**src/rtl/uart_pkg.sv**
```systemverilog
// Shared UART parameters. The transmitter wrapper and its byte FIFO both
// take their data width and queue depth from here.
package uart_pkg;
  localparam int UART_DATA_W        = 8;
  localparam int UART_TX_FIFO_DEPTH = 8;
endpackage

```
**src/rtl/fifo_mem.sv**
```systemverilog
// Register-array storage for the UART TX FIFO: one write port and one
// asynchronous read port. Contents are deliberately not reset.
module fifo_mem #(
  parameter int WIDTH  = 8,
  parameter int DEPTH  = 8,
  parameter int ADDR_W = 3
) (
  input  logic              clk,
  input  logic              i_we,
  input  logic [ADDR_W-1:0] i_waddr,
  input  logic [WIDTH-1:0]  i_wdata,
  input  logic [ADDR_W-1:0] i_raddr,
  output logic [WIDTH-1:0]  o_rdata
);

  logic [WIDTH-1:0] r_mem [DEPTH];

  always_ff @(posedge clk) begin
    if (i_we) begin
      r_mem[i_waddr] <= i_wdata;
    end
  end

  assign o_rdata = r_mem[i_raddr];

endmodule

```
**src/rtl/uart_tx_fifo.sv**
```systemverilog
// First-word-fall-through byte queue feeding the UART transmitter, with
// occupancy count and a sticky overflow flag.
module uart_tx_fifo
  import uart_pkg::*;
#(
  parameter  int WIDTH = UART_DATA_W,
  parameter  int DEPTH = UART_TX_FIFO_DEPTH,
  localparam int PTR_W = $clog2(DEPTH)
) (
  input  logic             clk,
  input  logic             reset_n,
  input  logic [WIDTH-1:0] enq_data,
  input  logic             enq_valid,
  output logic             enq_ready,
  output logic [WIDTH-1:0] deq_data,
  output logic             deq_valid,
  input  logic             deq_ready,
  output logic [PTR_W:0]   count,
  output logic             overflow,
  input  logic             overflow_clr
);

  logic [PTR_W:0] r_wr_ptr;
  logic [PTR_W:0] r_rd_ptr;
  logic           r_overflow;
  logic           w_full;
  logic           w_empty;
  logic           w_enq_fire;
  logic           w_deq_fire;

  // Extra wrap bit on each pointer distinguishes full from empty.
  assign w_empty = (r_wr_ptr == r_rd_ptr);
  assign w_full  = (r_wr_ptr[PTR_W-1:0] == r_rd_ptr[PTR_W-1:0]) &&
                   (r_wr_ptr[PTR_W] != r_rd_ptr[PTR_W]);

  assign enq_ready  = !w_full;
  assign deq_valid  = !w_empty;
  assign w_enq_fire = enq_valid && !w_full;
  assign w_deq_fire = deq_ready && !w_empty;

  assign count    = r_wr_ptr - r_rd_ptr;
  assign overflow = r_overflow;

  always_ff @(posedge clk or negedge reset_n) begin
    if (!reset_n) begin
      r_wr_ptr <= '0;
      r_rd_ptr <= '0;
    end else begin
      if (w_enq_fire) begin
        r_wr_ptr <= r_wr_ptr + 1'b1;
      end
      if (w_deq_fire) begin
        r_rd_ptr <= r_rd_ptr + 1'b1;
      end
    end
  end

  // A refused write sets the flag even when clear is requested the same cycle.
  always_ff @(posedge clk or negedge reset_n) begin
    if (!reset_n) begin
      r_overflow <= 1'b0;
    end else if (enq_valid && w_full) begin
      r_overflow <= 1'b1;
    end else if (overflow_clr) begin
      r_overflow <= 1'b0;
    end
  end

  fifo_mem #(
    .WIDTH (WIDTH),
    .DEPTH (DEPTH),
    .ADDR_W(PTR_W)
  ) u_mem (
    .clk    (clk),
    .i_we   (w_enq_fire),
    .i_waddr(r_wr_ptr[PTR_W-1:0]),
    .i_wdata(enq_data),
    .i_raddr(r_rd_ptr[PTR_W-1:0]),
    .o_rdata(deq_data)
  );

endmodule

```
**config.mk**
```make
export PLATFORM = sky130hd
export DESIGN_NAME = uart_tx_fifo
export DESIGN_NICKNAME = d
export VERILOG_FILES = /design/src/rtl/uart_pkg.sv /design/src/rtl/fifo_mem.sv /design/src/rtl/uart_tx_fifo.sv
export SDC_FILE = /design/constraint.sdc
export NUM_CORES = 1
export LEC_CHECK = 0
export CAP_MARGIN = 10
export CORE_ASPECT_RATIO = 0.9
export CORE_UTILIZATION = 45
export CTS_CLUSTER_DIAMETER = 100
export CTS_CLUSTER_SIZE = 40
export DETAILED_ROUTE_END_ITERATION = 7
export GPL_TIMING_DRIVEN = 0
export PLACE_DENSITY = 0.76
export SLEW_MARGIN = 40
export SYNTH_ARGS = -nofsm -noshare
export SYNTH_HDL_FRONTEND = slang
export SYNTH_SLANG_ARGS = --single-unit
```
**constraint.sdc**
```tcl
create_clock -name clk -period 6.6 [get_ports clk]
set_input_delay 1.32 -clock clk [delete_from_list [all_inputs] [get_ports clk]]
set_output_delay 1.32 -clock clk [all_outputs]
set_load 0.05 [all_outputs]
```
**Yosys cells after proc, flatten, opt, wreduce, memory -nomap -nowiden**

Memory sizes are Yosys's and may differ from the RTL's.
Index checks and enable logic that the tools add are counted.

- Add/sub/neg operators: 3
- $mul: 0
- Div/mod/pow operators: 0
- Order comparisons: 0
- Equality and inequality tests: 3
- Shifts and indexed selects: 0
- Mux-type cells: 4
- Bitwise logic cells: 0
- Reductions and logical operators: 7

Operators by type and width:

| operator | count |
|---|---|
| adder 4 x 1 -> 4 bit (second input constant) | 2 |
| == test 4 bit | 1 |
| logical AND 1 bit | 4 |
| two-way mux 1 bit | 4 |
| subtractor 4 bit | 1 |
| == test 3 bit | 1 |
| zero test 1 bit | 2 |
| nonzero test 2 bit | 1 |
| != test 1 bit | 1 |

- Flip-flop bits (word level): 9
- Latch bits: 0
- Bits in writable memories: 64
- Memory bits (read-only): 0
- Input port bits: 13
- Output and inout bits: 15
- Logic and storage cells: 21
- Memories kept: 1

Memory list:

| memory | depth | width | rd ports | clocked after Yosys merged registers in | wr ports | RTL line | text |
|---|---|---|---|---|---|---|---|
| u_mem.r_mem | 8 | 8 | 1 | 0 | 1 | fifo_mem.sv:16 | `logic [WIDTH-1:0] r_mem [DEPTH];` |

**Depth between registers and ports, before layout**

Gate-level depths: netlist of run 1.

- Depth after elaboration: 6
- Depth in mapped cells: 8
- Mapped depth without buffers: 6

**Hierarchy**

From an unflattened synthesis of run 1, not the netlist that was laid out.

- Cell total of the unflattened synthesis: 156
- Area, all modules: 3054.2 µm²

By module, submodules not included:

| module | instances | cells an instance | area an instance (µm²) | sequential area each (µm²) |
|---|---|---|---|---|
| fifo_mem | 1 | 106 | 2531.2 | 1921.8 |
| uart_tx_fifo | 1 | 50 | 523.0 | 225.2 |

**Worst setup path before layout of run 1**

Ideal clock, no wire load.

- Path type: reg2out
- Start point: register r_rd_ptr[1]
- End point: output count[3]
- Data arrival time: 2.106 ns
- Data required time: 5.280 ns
- Slack: 3.174 ns
- Stages on the path, launching flop included: 8
- Path through: dfrtp_1 -> buf_2 -> buf_2 -> inv_1 -> ha_1 -> a21o_1 -> a21oi_1 -> xnor2_1

- Cells in the longest elaborated chain, start to end: 1

RTL lines:

| what | RTL line | text |
|---|---|---|
| start, declared | uart_tx_fifo.sv:24 | `logic [PTR_W:0] r_rd_ptr;` |
| start signal, assigned | uart_tx_fifo.sv:53 | `r_rd_ptr <= r_rd_ptr + 1'b1;` |
| subtractor 4 bit | uart_tx_fifo.sv:41 | `assign count = r_wr_ptr - r_rd_ptr;` |
| end, declared | uart_tx_fifo.sv:18 | `output logic [PTR_W:0] count,` |

Every way passes these cells.

**Worst setup path in the final report of run 1**

Ends and elaborated chain as after synthesis.

==> reports/results.ini, run 1 <==
[worst_setup_path]
endpoint = count[3]
required_ns = 5.28
critPathKind = flop to primary output
crit_top_cell = buf_2
worstReg2RegEnd = u_mem.r_mem[0][1]
r2r_start = r_rd_ptr[2]
startpoint_type = flop
cp_num_cells = 8
cpPeakStageDelay_ns = 0.81
cp_cell_sequence = buf_2 > buf_2 > inv_1 > ha_1 > a21o_1 > a21oi_1 > xnor2_1 > clkdlybuf4s50_1
cp_max_fo = 10
crit_path_top_delay_cell = clkdlybuf4s50_1
r2r_slack_ns = 3.71
crit_start = r_rd_ptr[1]
cp-end-kind = primary output
crit_family = buffers and inverters
r2r_cells = 8
arrival_ns = 2.97
path_buf_inv = 4

[sta]
tns_ns = 0
rsz0062_at_grt = no
slew_viol_final = 0
hold_viol = 0
slew-limit-headroom_pct = 47.31
skew_ns = 0.005141
setup_viol = 0
max_freq_mhz = 233.1
min_period_over_period_pct = 65.01
finalCriticalPeriod_ns = 4.291
hold_slack_ns = 0.5371
worst_pin_slew_ns = 0.7861

[global_route]
gr-total-overflow = 0
grt_max_degree = 13
grt_pass1_wl_um = 8217
track_usage_pct = 17.14
grt_pass1_vias = 1588
antenna_found_initial = 0

[cells_and_area]
nFillCells = 520
drive_above_1_share_pct = 18.40
multi_input_area_um2 = 848.3
syn_to_final_growth_pct = 19.57
stdcell_area_um2 = 3646
num-nets-final = 227
regArea_um2 = 2147
n_antenna_cell = 0

[detailed_routing]
drt_iter0_drc = 117
vias_per_cell = 5.136
drtAntennaViolNets = 0
dr_total_vias = 1551
drc_errors = 0
wirelength_um = 5084
drt_first_pass_iters = 4
wl_per_cell_um = 16.83

[floorplanning]
io_pins = 28
dieArea_um2 = 7110
die_y_um = 80.09
core-area_um2 = 6551
initial_core_util_pct = 46.54
die_x_um = 88.77
fp-row-count = 28

[clock_tree]
htree_num_levels = 3
cts_sinks = 73
clkLatencyLatePin_ns = 0.34
cts-resized-gates = 0
ctsHoldBuffers = 0
clockBufferDepth = 2
cts_buffers = 9
path_clk_slew_ns = 0.07
cts_tree = done
root_buffer = clkbuf_8
cts_setup_buffers = 0

[synth]
synth_area_um2 = 3049
synthCells = 169
synth.avg_cell_area_um2 = 18.04
ys_seq_area_share_pct = 70.41
ys_ff_latch = 73
syn-num-nets = 188
yosysWarningCount = 0
synth_cell_types = 30

[placed_design]
dp.final_hpwl_um = 3529
place.gp.congestion = 0.7241
dpl_cell_area_um2 = 3463
port_buffers = 27

[flow_run]
drv_cap = 0

[run_status]
status = completed

[min_path]
hold_class = flop to flop

metrics by stage:
step | instances | worst slack, ns | util, %
4_1_cts | 302 | 2.254 | 55.65
5_1_grt | 302 | 2.059 | 55.65
3_3_place_gp | 286 | 2.669 | 52.39
2_1_floorplan | 169 | 3.174 | -
3_5_place_dp | 287 | 2.635 | 52.86
6_report | 302 | 2.309 | 55.65
registers in the layout, summed over array words and instances, names as in the netlist:
register,flops
overflow,1
r_wr_ptr,4
r_rd_ptr,4
u_mem.r_mem,64
cells in the final DEF (no fill, tap or decap), types with 2 or more instances in the layout:
master,instances
ha_1,5
mux4_2,8
clkinv_1,3
clkdlybuf4s50_1,27
xnor2_1,7
nand3_1,4
nand2_1,27
inv_6,2
buf_2,4
edfxtp_1,64
xor2_1,2
nor3_2,4
nor2_1,3
inv_1,8
clkbuf_8,9
dfrtp_1,9
mux4_1,8
cells in the mapped netlist:
cell type	count	area [µm²]
fa_1	1	20.02
or2_2	1	6.260
ha_1	5	62.56
o22ai_1	1	6.260
nor3_1	4	20.02
nor2_1	3	11.26
nand2_1	27	101.4
nor2_2	1	6.260
a21o_1	1	7.510
buf_6	1	11.26
mux4_1	8	210.2
clkinv_1	1	3.750
inv_1	8	30.03
mux2_1	1	11.26
dfrtp_1	9	225.2
o21ai_2	1	8.760
edfxtp_1	64	1922
xnor2_1	7	61.31
mux2_2	1	11.26
nand3_1	4	20.02
buf_12	1	20.02
nor4_1	1	6.260
a21oi_1	1	5.000
mux4_2	8	180.2
nand2b_2	1	8.760
buf_2	3	15.01
nand2_4	1	11.26
o211ai_2	1	12.51
xor2_2	1	16.27
xor2_1	2	17.52
routing by layer:
metal  vias to the layer above  global-route usage (%)  share of wire (%)
met5                         -                       0                  0
met3                        12                   5.447                6.2
met2                        49                   24.54                 47
met1                       764                   22.85                 44
li1                        726                       -                  -
met4                         0                   10.32                2.9
worst reg2reg max path: cells and delay by family (launching register included):
| family | cells | cell delay (ns) |
|---|---|---|
| buffers and inverters | 3 | 0.87 |
| adder cells (fa/ha/maj) | 1 | 0.44 |
| flip-flops | 1 | 0.34 |
| AND/OR/NAND/NOR | 4 | 0.95 |
final cells by class:
type                            count  share of cell area [%]
Buffer                              5                   1.270
Clock buffer                       10                   3.500
Clock inverter                      5                   1.510
Inverter                            9                  0.9266
Multi-Input combinational cell     82                   23.27
Sequential cell                    73                   58.89
Tap cell                           90                   3.089
Timing Repair Buffer               28                   7.550
logic make-up (layout without fill, tap and decap cells):
family	count (synthesis)	after routing	synth area share (%)
xor gates and xnor gates	10	10	3.119
and+or+nand+nor	43	43	6.279
adders and majority gates	6	6	2.708
AOI/OAI and AO/OA	5	5	1.313
DFF	73	73	70.41
buffers and inverters	14	57	2.626
muxes	18	18	13.54
worst min-delay path by stage:
stage | from | endpoint | slack (ns) | cells after the start
2_1_floorplan | r_wr_ptr[3] | r_wr_ptr[3] | 0.53 | 1
3_3_place_gp | overflow | overflow | 0.52 | 2
3_5_place_dp | overflow | overflow | 0.53 | 2
4_1_cts | overflow | overflow | 0.54 | 2
5_1_grt | overflow | overflow | 0.56 | 2
6_report | overflow | overflow | 0.54 | 2
Power of run 1 is left out: the tool's default activity adds up to more than one toggle a clock period on the data nets, which glitch-free logic cannot reach.
==> inputs of run 2 (changes only) <==
==> constraint.sdc (replaced) <==
create_clock -name clk -period 4.45 [get_ports clk]
set_input_delay 0.89 -clock clk [delete_from_list [all_inputs] [get_ports clk]]
set_output_delay 0.89 -clock clk [all_outputs]
set_load 0.05 [all_outputs]
==> results of run 2 <==
The final DEF is identical to that of run 1. Status: completed.
Among the figures that moved: setup slack after placement 2.635 ns -> 0.9151 ns; setup slack after layout 2.309 ns -> 0.5892 ns; register-to-register setup slack 3.71 ns -> 1.56 ns
Power of run 2 is left out for the same reason.
